<file path="config.mk">
export PLATFORM = sky130hd
export DESIGN_NAME = sample_read_responder
export DESIGN_NICKNAME = d
export VERILOG_FILES = /design/src/rtl/sample_read_responder_pkg.sv /design/src/rtl/sample_read_responder_resp_hold_slot.sv /design/src/rtl/sample_read_responder.sv
export SDC_FILE = /design/constraint.sdc
export NUM_CORES = 1
export LEC_CHECK = 0
export ABC_AREA = 1
export CAP_MARGIN = 0
export CORE_AREA = 10 10 103 105
export CTS_CLUSTER_DIAMETER = 30
export CTS_CLUSTER_SIZE = 20
export DETAILED_ROUTE_END_ITERATION = 10
export DIE_AREA = 0 0 113 115
export PLACE_DENSITY = 0.79
export SYNTH_ARGS = -nofsm -noshare
export SYNTH_HDL_FRONTEND = slang
export SYNTH_HIERARCHICAL = 1
export SYNTH_SLANG_ARGS = --single-unit
export TNS_END_PERCENT = 50
</file>
<file path="constraint.sdc">
create_clock -name clock -period 1.63 [get_ports clock]
set_clock_uncertainty 0.15 [all_clocks]
set_input_delay 0.326 -clock clock [delete_from_list [all_inputs] [get_ports clock]]
set_output_delay 0.326 -clock clock [all_outputs]
set_load 0.02 [all_outputs]
</file>
<file path="src/rtl/sample_read_responder_pkg.sv">
// rtl/sample_read_responder_pkg.sv - shared widths, channel index type and requester priority encoder
package sample_read_responder_pkg;

  localparam int AW_DEF = 15;
  localparam int DW_DEF = 16;

  typedef logic [1:0] chan_t;

  // Lowest-numbered active enable wins; the arbiter calls this same function.
  function automatic chan_t prio_encode(input logic [3:0] en);
    chan_t idx;
    idx = 2'd0;
    for (int i = 3; i >= 0; i--) begin
      if (en[i]) idx = chan_t'(i);
    end
    return idx;
  endfunction

endpackage

</file>
<file path="src/rtl/sample_read_responder_resp_hold_slot.sv">
// rtl/sample_read_responder_resp_hold_slot.sv - one-deep per-channel response hold register with ack and sticky overrun
module resp_hold_slot
  import sample_read_responder_pkg::*;
#(
  parameter int DW = DW_DEF
) (
  input  logic          clock,
  input  logic          reset,
  input  logic          resp_valid,
  input  logic [DW-1:0] resp_data,
  input  logic          ack,
  input  logic          clr_overrun,
  output logic [DW-1:0] data,
  output logic          valid,
  output logic          overrun
);

  logic slot_free;
  logic lost;

  // An ack on the arrival edge frees the slot for the incoming word.
  assign slot_free = !valid || ack;
  assign lost      = resp_valid && !slot_free;

  always_ff @(posedge clock) begin
    if (reset) begin
      data    <= '0;
      valid   <= 1'b0;
      overrun <= 1'b0;
    end else begin
      if (resp_valid) begin
        if (slot_free) begin
          data  <= resp_data;
          valid <= 1'b1;
        end
      end else if (valid && ack) begin
        valid <= 1'b0;
      end

      if (lost) begin
        overrun <= 1'b1;
      end else if (clr_overrun) begin
        overrun <= 1'b0;
      end
    end
  end

endmodule

</file>
<file path="src/rtl/sample_read_responder.sv">
// rtl/sample_read_responder.sv - issues arbitrated sample RAM reads and routes returned words to the winning voice
module sample_read_responder
  import sample_read_responder_pkg::*;
#(
  parameter int AW      = AW_DEF,
  parameter int DW      = DW_DEF,
  parameter int MEM_LAT = 2
) (
  input  logic          clock,
  input  logic          reset,
  input  logic          en0,
  input  logic          en1,
  input  logic          en2,
  input  logic          en3,
  input  logic [AW-1:0] ad_in,
  output logic [AW-1:0] mem_addr,
  output logic          mem_rd,
  input  logic [DW-1:0] mem_data,
  output logic [DW-1:0] data0,
  output logic [DW-1:0] data1,
  output logic [DW-1:0] data2,
  output logic [DW-1:0] data3,
  output logic          valid0,
  output logic          valid1,
  output logic          valid2,
  output logic          valid3,
  input  logic          ack0,
  input  logic          ack1,
  input  logic          ack2,
  input  logic          ack3,
  output logic [3:0]    overrun,
  input  logic          clr_overrun
);

  logic [3:0]         en_vec;
  logic [3:0]         ack_vec;
  logic [3:0]         valid_vec;
  logic [DW-1:0]      slot_data [4];
  chan_t              tag_q;
  logic               req_q;
  logic [MEM_LAT-1:0] pipe_req;
  chan_t              pipe_tag [MEM_LAT];
  logic               resp_valid;
  chan_t              resp_tag;

  assign en_vec  = {en3, en2, en1, en0};
  assign ack_vec = {ack3, ack2, ack1, ack0};

  // Winner is latched on the same edge the arbiter registers ad_in.
  always_ff @(posedge clock) begin
    if (reset) begin
      tag_q    <= '0;
      req_q    <= 1'b0;
      pipe_req <= '0;
      for (int i = 0; i < MEM_LAT; i++) pipe_tag[i] <= '0;
    end else begin
      tag_q       <= prio_encode(en_vec);
      req_q       <= |en_vec;
      pipe_req[0] <= req_q;
      pipe_tag[0] <= tag_q;
      for (int i = 1; i < MEM_LAT; i++) begin
        pipe_req[i] <= pipe_req[i-1];
        pipe_tag[i] <= pipe_tag[i-1];
      end
    end
  end

  assign mem_addr   = ad_in;
  assign mem_rd     = req_q;
  assign resp_valid = pipe_req[MEM_LAT-1];
  assign resp_tag   = pipe_tag[MEM_LAT-1];

  for (genvar k = 0; k < 4; k++) begin : g_slot
    resp_hold_slot #(.DW(DW)) u_slot (
      .clock       (clock),
      .reset       (reset),
      .resp_valid  (resp_valid && (resp_tag == chan_t'(k))),
      .resp_data   (mem_data),
      .ack         (ack_vec[k]),
      .clr_overrun (clr_overrun),
      .data        (slot_data[k]),
      .valid       (valid_vec[k]),
      .overrun     (overrun[k])
    );
  end

  assign data0  = slot_data[0];
  assign data1  = slot_data[1];
  assign data2  = slot_data[2];
  assign data3  = slot_data[3];
  assign valid0 = valid_vec[0];
  assign valid1 = valid_vec[1];
  assign valid2 = valid_vec[2];
  assign valid3 = valid_vec[3];

endmodule

</file>
Word-level counts from Yosys, hierarchy flattened:

Memory sizes are Yosys's and may differ from the RTL's.
Cells that the tools add are included.

* equality and inequality tests: 7
* bitwise logic cells: 2
* reductions and logical operators: 44
* multiplexer cells: 25

Operator list (number)
* $mux 1: 21
* $reduce_and 2->1: 8
* $reduce_bool 2->1: 8
* $logic_and 1x1->1: 12
* $logic_not 1->1: 8
* $mux 2: 4
* $ne 2x2->1 const B: 4
* $eq 2x2->1 const B: 2
* $logic_or 1x1->1: 4
* $reduce_or 4->1: 1
* $reduce_or 3->1: 1
* $eq 2x1->1 const B: 1
* $logic_not 2->1: 1
* $or 1x1->1: 2
* $reduce_or 2->1: 1

* word-level logic and storage cells: 95
* bits of input ports: 42
* bits in registers: 77
* bits in writable memories: 4
* output and inout bits: 88
* memories kept: 1

Memory list
* pipe_tag: words 2, width 2, rd ports 2, clocked after memory_dff 0, wr ports 2, line sample_read_responder.sv:42 `chan_t pipe_tag [MEM_LAT];`

Depth between registers and ports, before layout:

Gate-level depths: netlist (run 1).

* word-level depth: 5
* depth in mapped cells: 7
* depth with buffers taken out: 5

Modules after synthesis:

Netlist (run 1), hierarchy kept.

By module, submodules not included
* resp_hold_slot: area each 854.6 µm², cells an instance 115, seq. area each 360.3 µm², instances 4
* sample_read_responder: area each 454.2 µm², cells an instance 56, seq. area each 180.2 µm², instances 1

Worst setup path before layout (run 1):

OpenSTA, ideal clock, no wires.

* kind: register to register
* from: memory pipe_tag[0][2] in the netlist's numbering
* to: register g_slot[3].u_slot.data[10]
* stages on the path, launching flop included: 8
* required time: 1.365 ns
* path slack: 0.330 ns
* arrival time: 1.035 ns
* setup time: 0.115 ns
* period minus slack after synthesis: 1.300 ns
* buffers on the path: 2
* path through: dfxtp_1 > inv_2 > nor3_2 > buf_6 > buf_4 > nand3_1 > nand2_1 > nor2_1

RTL lines
* start, declared: line sample_read_responder.sv:42
* end signal, assigned: line sample_read_responder_resp_hold_slot.sv:33 `data <= resp_data;`
* end, declared: line sample_read_responder_resp_hold_slot.sv:13 `output logic [DW-1:0] data,`

Worst setup path in the final report (run 1):

* from: register g_slot[1].u_slot.valid
* to: output valid1

RTL lines
* start, declared: line sample_read_responder_resp_hold_slot.sv:14 `output logic valid,`
* start signal, assigned: line sample_read_responder_resp_hold_slot.sv:28 `valid <= 1'b0;`
* start signal, assigned: line sample_read_responder_resp_hold_slot.sv:34 `valid <= 1'b1;`
* start signal, assigned: line sample_read_responder_resp_hold_slot.sv:37 `valid <= 1'b0;`
* end, declared: line sample_read_responder.sv:24 `output logic valid1,`

No word-level cell between the ends.

==> results of run 1 <==
-- metrics by stage --
stage	cells	setup TNS, ps
after global placement	694	-2303
after floorplan	516	0
after global routing	709	0
final	709	0
after CTS	709	0
after detailed placement	694	-4681
-- cell usage in the layout, fill, tap and decap left out, drive strengths merged --
cell type	n
nand3	68
bufinv	2
clkdlybuf4s50	26
a21oi	74
nor3	4
dlygate4sd2	73
inv	93
nor2	73
nand2	75
clkbuf	12
clkinv	1
buf	19
dfxtp	81
-- area by class of cell --
| type | count | area [µm²] | area share, % |
|---|---|---|---|
| Clock inverter | 3 | 65.06 | 1.322 |
| Inverter | 93 | 351.6 | 7.146 |
| Tap cell | 108 | 135.1 | 2.747 |
| Timing Repair Buffer | 118 | 1117 | 22.71 |
| Sequential cell | 81 | 1622 | 32.96 |
| Multi-Input combinational cell | 294 | 1484 | 30.16 |
| Clock buffer | 12 | 145.1 | 2.950 |
-- power by group --
part / switching, mW / internal (mW) / total (mW) / leakage (nW)
combinational: 0.236 / 0.153 / 0.389 / 1.77
clock: 0.688 / 0.896 / 1.58 / 0.106
sequential: 0.0173 / 2.01 / 2.03 / 0.656
total: 0.941 / 3.06 / 4.00 / 2.53
-- logic make-up after synthesis --
group           after synthesis  share of synthesized area (%)
simple gates                220                          28.05
buf+inv                     141                          20.42
flops                        81                          41.87
compound gates               74                          9.661
-- worst max path at each step --
stage	to	cells after the start	startpoint	slack [ps]
after floorplan	g_slot[3].u_slot/data[10]	7	pipe_tag[0][2]	330
after global placement	g_slot[0].u_slot/data[3]	5	reset	-70
after detailed placement	g_slot[0].u_slot/data[3]	5	reset	-130
after CTS	valid1	1	g_slot[1].u_slot/valid	40
after global routing	valid1	1	g_slot[1].u_slot/valid	10
final	valid1	1	g_slot[1].u_slot/valid	50
-- per-layer routing --
metal | track usage [%] | vias up | share of wire [%]
li1 | - | 1733 | -
met1 | 19.72 | 1548 | 42
met2 | 25.19 | 138 | 46
met3 | 5.000 | 19 | 10
met4 | 7.107 | 0 | 1.8
met5 | 0 | - | 0
-- sequential cells by signal, summed over array words and instances, names as in the netlist --
name and cells:
pipe_tag 4, tag_q 2, g_slot.u_slot/valid 4, g_slot.u_slot/overrun 4, g_slot.u_slot/data 64, mem_rd 1
pipe_req 2
==> results.md, run 1 <==
- Worst R2R Start: pipe_tag[0][3]
- Die boundary height: between 100 and 150 µm
- Fraction of registers with async set/reset: 0%
- Worst-case register-to-register setup slack: 160 ps
- Total die area: around 13000 µm²
- Maximum number of pins on one net before global-route repair: 35
- Number of synthesized flops with an enable pin: 0
- Final antenna diode count: 0
- Reg-to-reg endpoint: g_slot[2].u_slot/data[14]
- Slew at the pin closest to its max-slew limit: about 470 ps
- Initial antenna violation count: 0
- Detailed Route WL: approximately 11 mm
- Clock Pin Slew Worst Setup and Hold Paths: about 80 ps
- Area added between synthesis and finish: 27.04%
- CTS tree: done
- Most frequent cell after synthesis: sky130_fd_sc_hd__inv_1
- Fraction of the yosys area taken by sequential cells: between 40% and 50%
- Source-to-sink clock delay at the later pin of the worst-skew pair: between 300 and 400 ps
- Result of the run: completed
- Instance area at placement: 4801 µm²
- Depth of the worst hold-timing path: 2
- Final critical-path share of the clock period: a little over nine tenths
- Worst-case reg-to-reg path depth: 6
- Worst EP required: about 1200 ps
- Power density of the placed cells: approximately 810 nW/µm²
- Maximum VDD drop: approximately 0.48 mV
- Layout Utilization: a little under three fifths
- Netlist area before placement: 3872 µm²
- Type of the tightest min-delay check: flip-flop to flip-flop
- Horizontal die dimension: roughly 110 µm
- Post-layout instance area: around 5000 µm²
- Static Leak: ~2.5 nW
- Number of synthesized register bits: between 80 and 90
- Overall power consumption: roughly 4 mW
- Final-report hold violation count: 0
- Critical path class: flip-flop to output port
- # hold bufs at CTS: 0
- Endpoint type of the worst setup path: output port
- CTS Buf Count: 9
- Number of instances in the synthesized netlist: 516
- Wire length of the first global-routing pass: between 15 and 20 mm
- Total number of vias: around 3.4k
- Via density per instance: between 4 and 5
- Critical path launch point type: flip-flop
- Number of buffers inserted by port buffering: 99
- Yosys warnings: 6
- Prevailing post-synth register cell: sky130_fd_sc_hd__dfxtp_1
- CTS H-tree depth: 3
- Nets@finish: approximately 640
- Worst path slowest cell: sky130_fd_sc_hd__dfxtp_1
- Routability cong.: ~0.79
- Total Routing Usage GR: roughly 16%
- Via count of the first global-routing pass: 3302
- Setup repair after global routing missed its margin: false
- Effective utilization at floorplan: between 40% and 50%
- Commonest cells post-synth: sky130_fd_sc_hd__inv_1 (87), sky130_fd_sc_hd__dfxtp_1 (81), sky130_fd_sc_hd__a21oi_1 (73)
- Top cell type's share of synthesized area: between 40% and 50%
- Sink count of the clock tree: 81
- Fillers: just over 800
- Most area-consuming cells after synthesis: sky130_fd_sc_hd__dfxtp_1 (42%), sky130_fd_sc_hd__a21oi_1 (9.4%), sky130_fd_sc_hd__inv_1 (8.4%)
- Number of violations of the max-capacitance limit: 0
- Delay of the slowest cell on the worst path: just under 400 ps
- Hold-critical path endpoint: pipe_tag[0][0]
- Root Buffer Master: sky130_fd_sc_hd__clkbuf_8
- Achievable clock frequency: 634.9 MHz
- Number of placement rows: 34
- HPWL after detailed placement: about 7.6 mm
- Ordered list of cells on the worst path: dlygate4sd2_1
- Number of routed nets with antenna violations: 0
- Max-Slew Margin vs Limit: just under 70%
- Syn Area/Cell: 7.505 µm²
- Resize count post-CTS: 73
- Final worst hold slack: approximately 250 ps
- Cell taking the most area after synthesis: sky130_fd_sc_hd__dfxtp_1
- Number of pins with negative max-slew slack in the final report: 0
- Drt initial violations: 265
- Total congestion overflow: 0
- Hold Crit Start: tag_q[0]
- Final WS setup: roughly 55 ps
- Arr. time, crit path: approximately 1100 ps
- Detailed-routing iteration count for the pre-antenna-repair pass: 4
- Setup fix buffers added after clock tree synthesis: 0
- CP bufs+invs: 1
- Worst-case setup slack after placement: -128.7 ps
- Post-route DRC violation count: 0
- Number of distinct library cells after synthesis: 17
- CTS Buffer Depth: 2
- Peak fanout along the critical path: 3
- WL per Instance: ~15 µm
- Placeable core region: 8551 µm²
- Boundary pin count: 130
- Ratio of cells with drive above 1 in the final layout: between 10 and 15%
- # setup viols final: 0
- Post-layout minimum cycle time: 1575 ps
- Family with the most delay on the worst path: flip-flops
- Synthesized netlist net count: 558
(Power assumes the default switching activity.)
==> run 2: changes to the inputs <==
--- a/config.mk
+++ b/config.mk
@@ -8,7 +8,7 @@
 export ABC_AREA = 1
 export CAP_MARGIN = 0
 export CORE_AREA = 10 10 103 105
-export CTS_CLUSTER_DIAMETER = 30
+export CTS_CLUSTER_DIAMETER = 100
 export CTS_CLUSTER_SIZE = 20
 export DETAILED_ROUTE_END_ITERATION = 10
 export DIE_AREA = 0 0 113 115
==> results of run 2 <==
Final layout, timing and power as in run 1 (identical DEF).
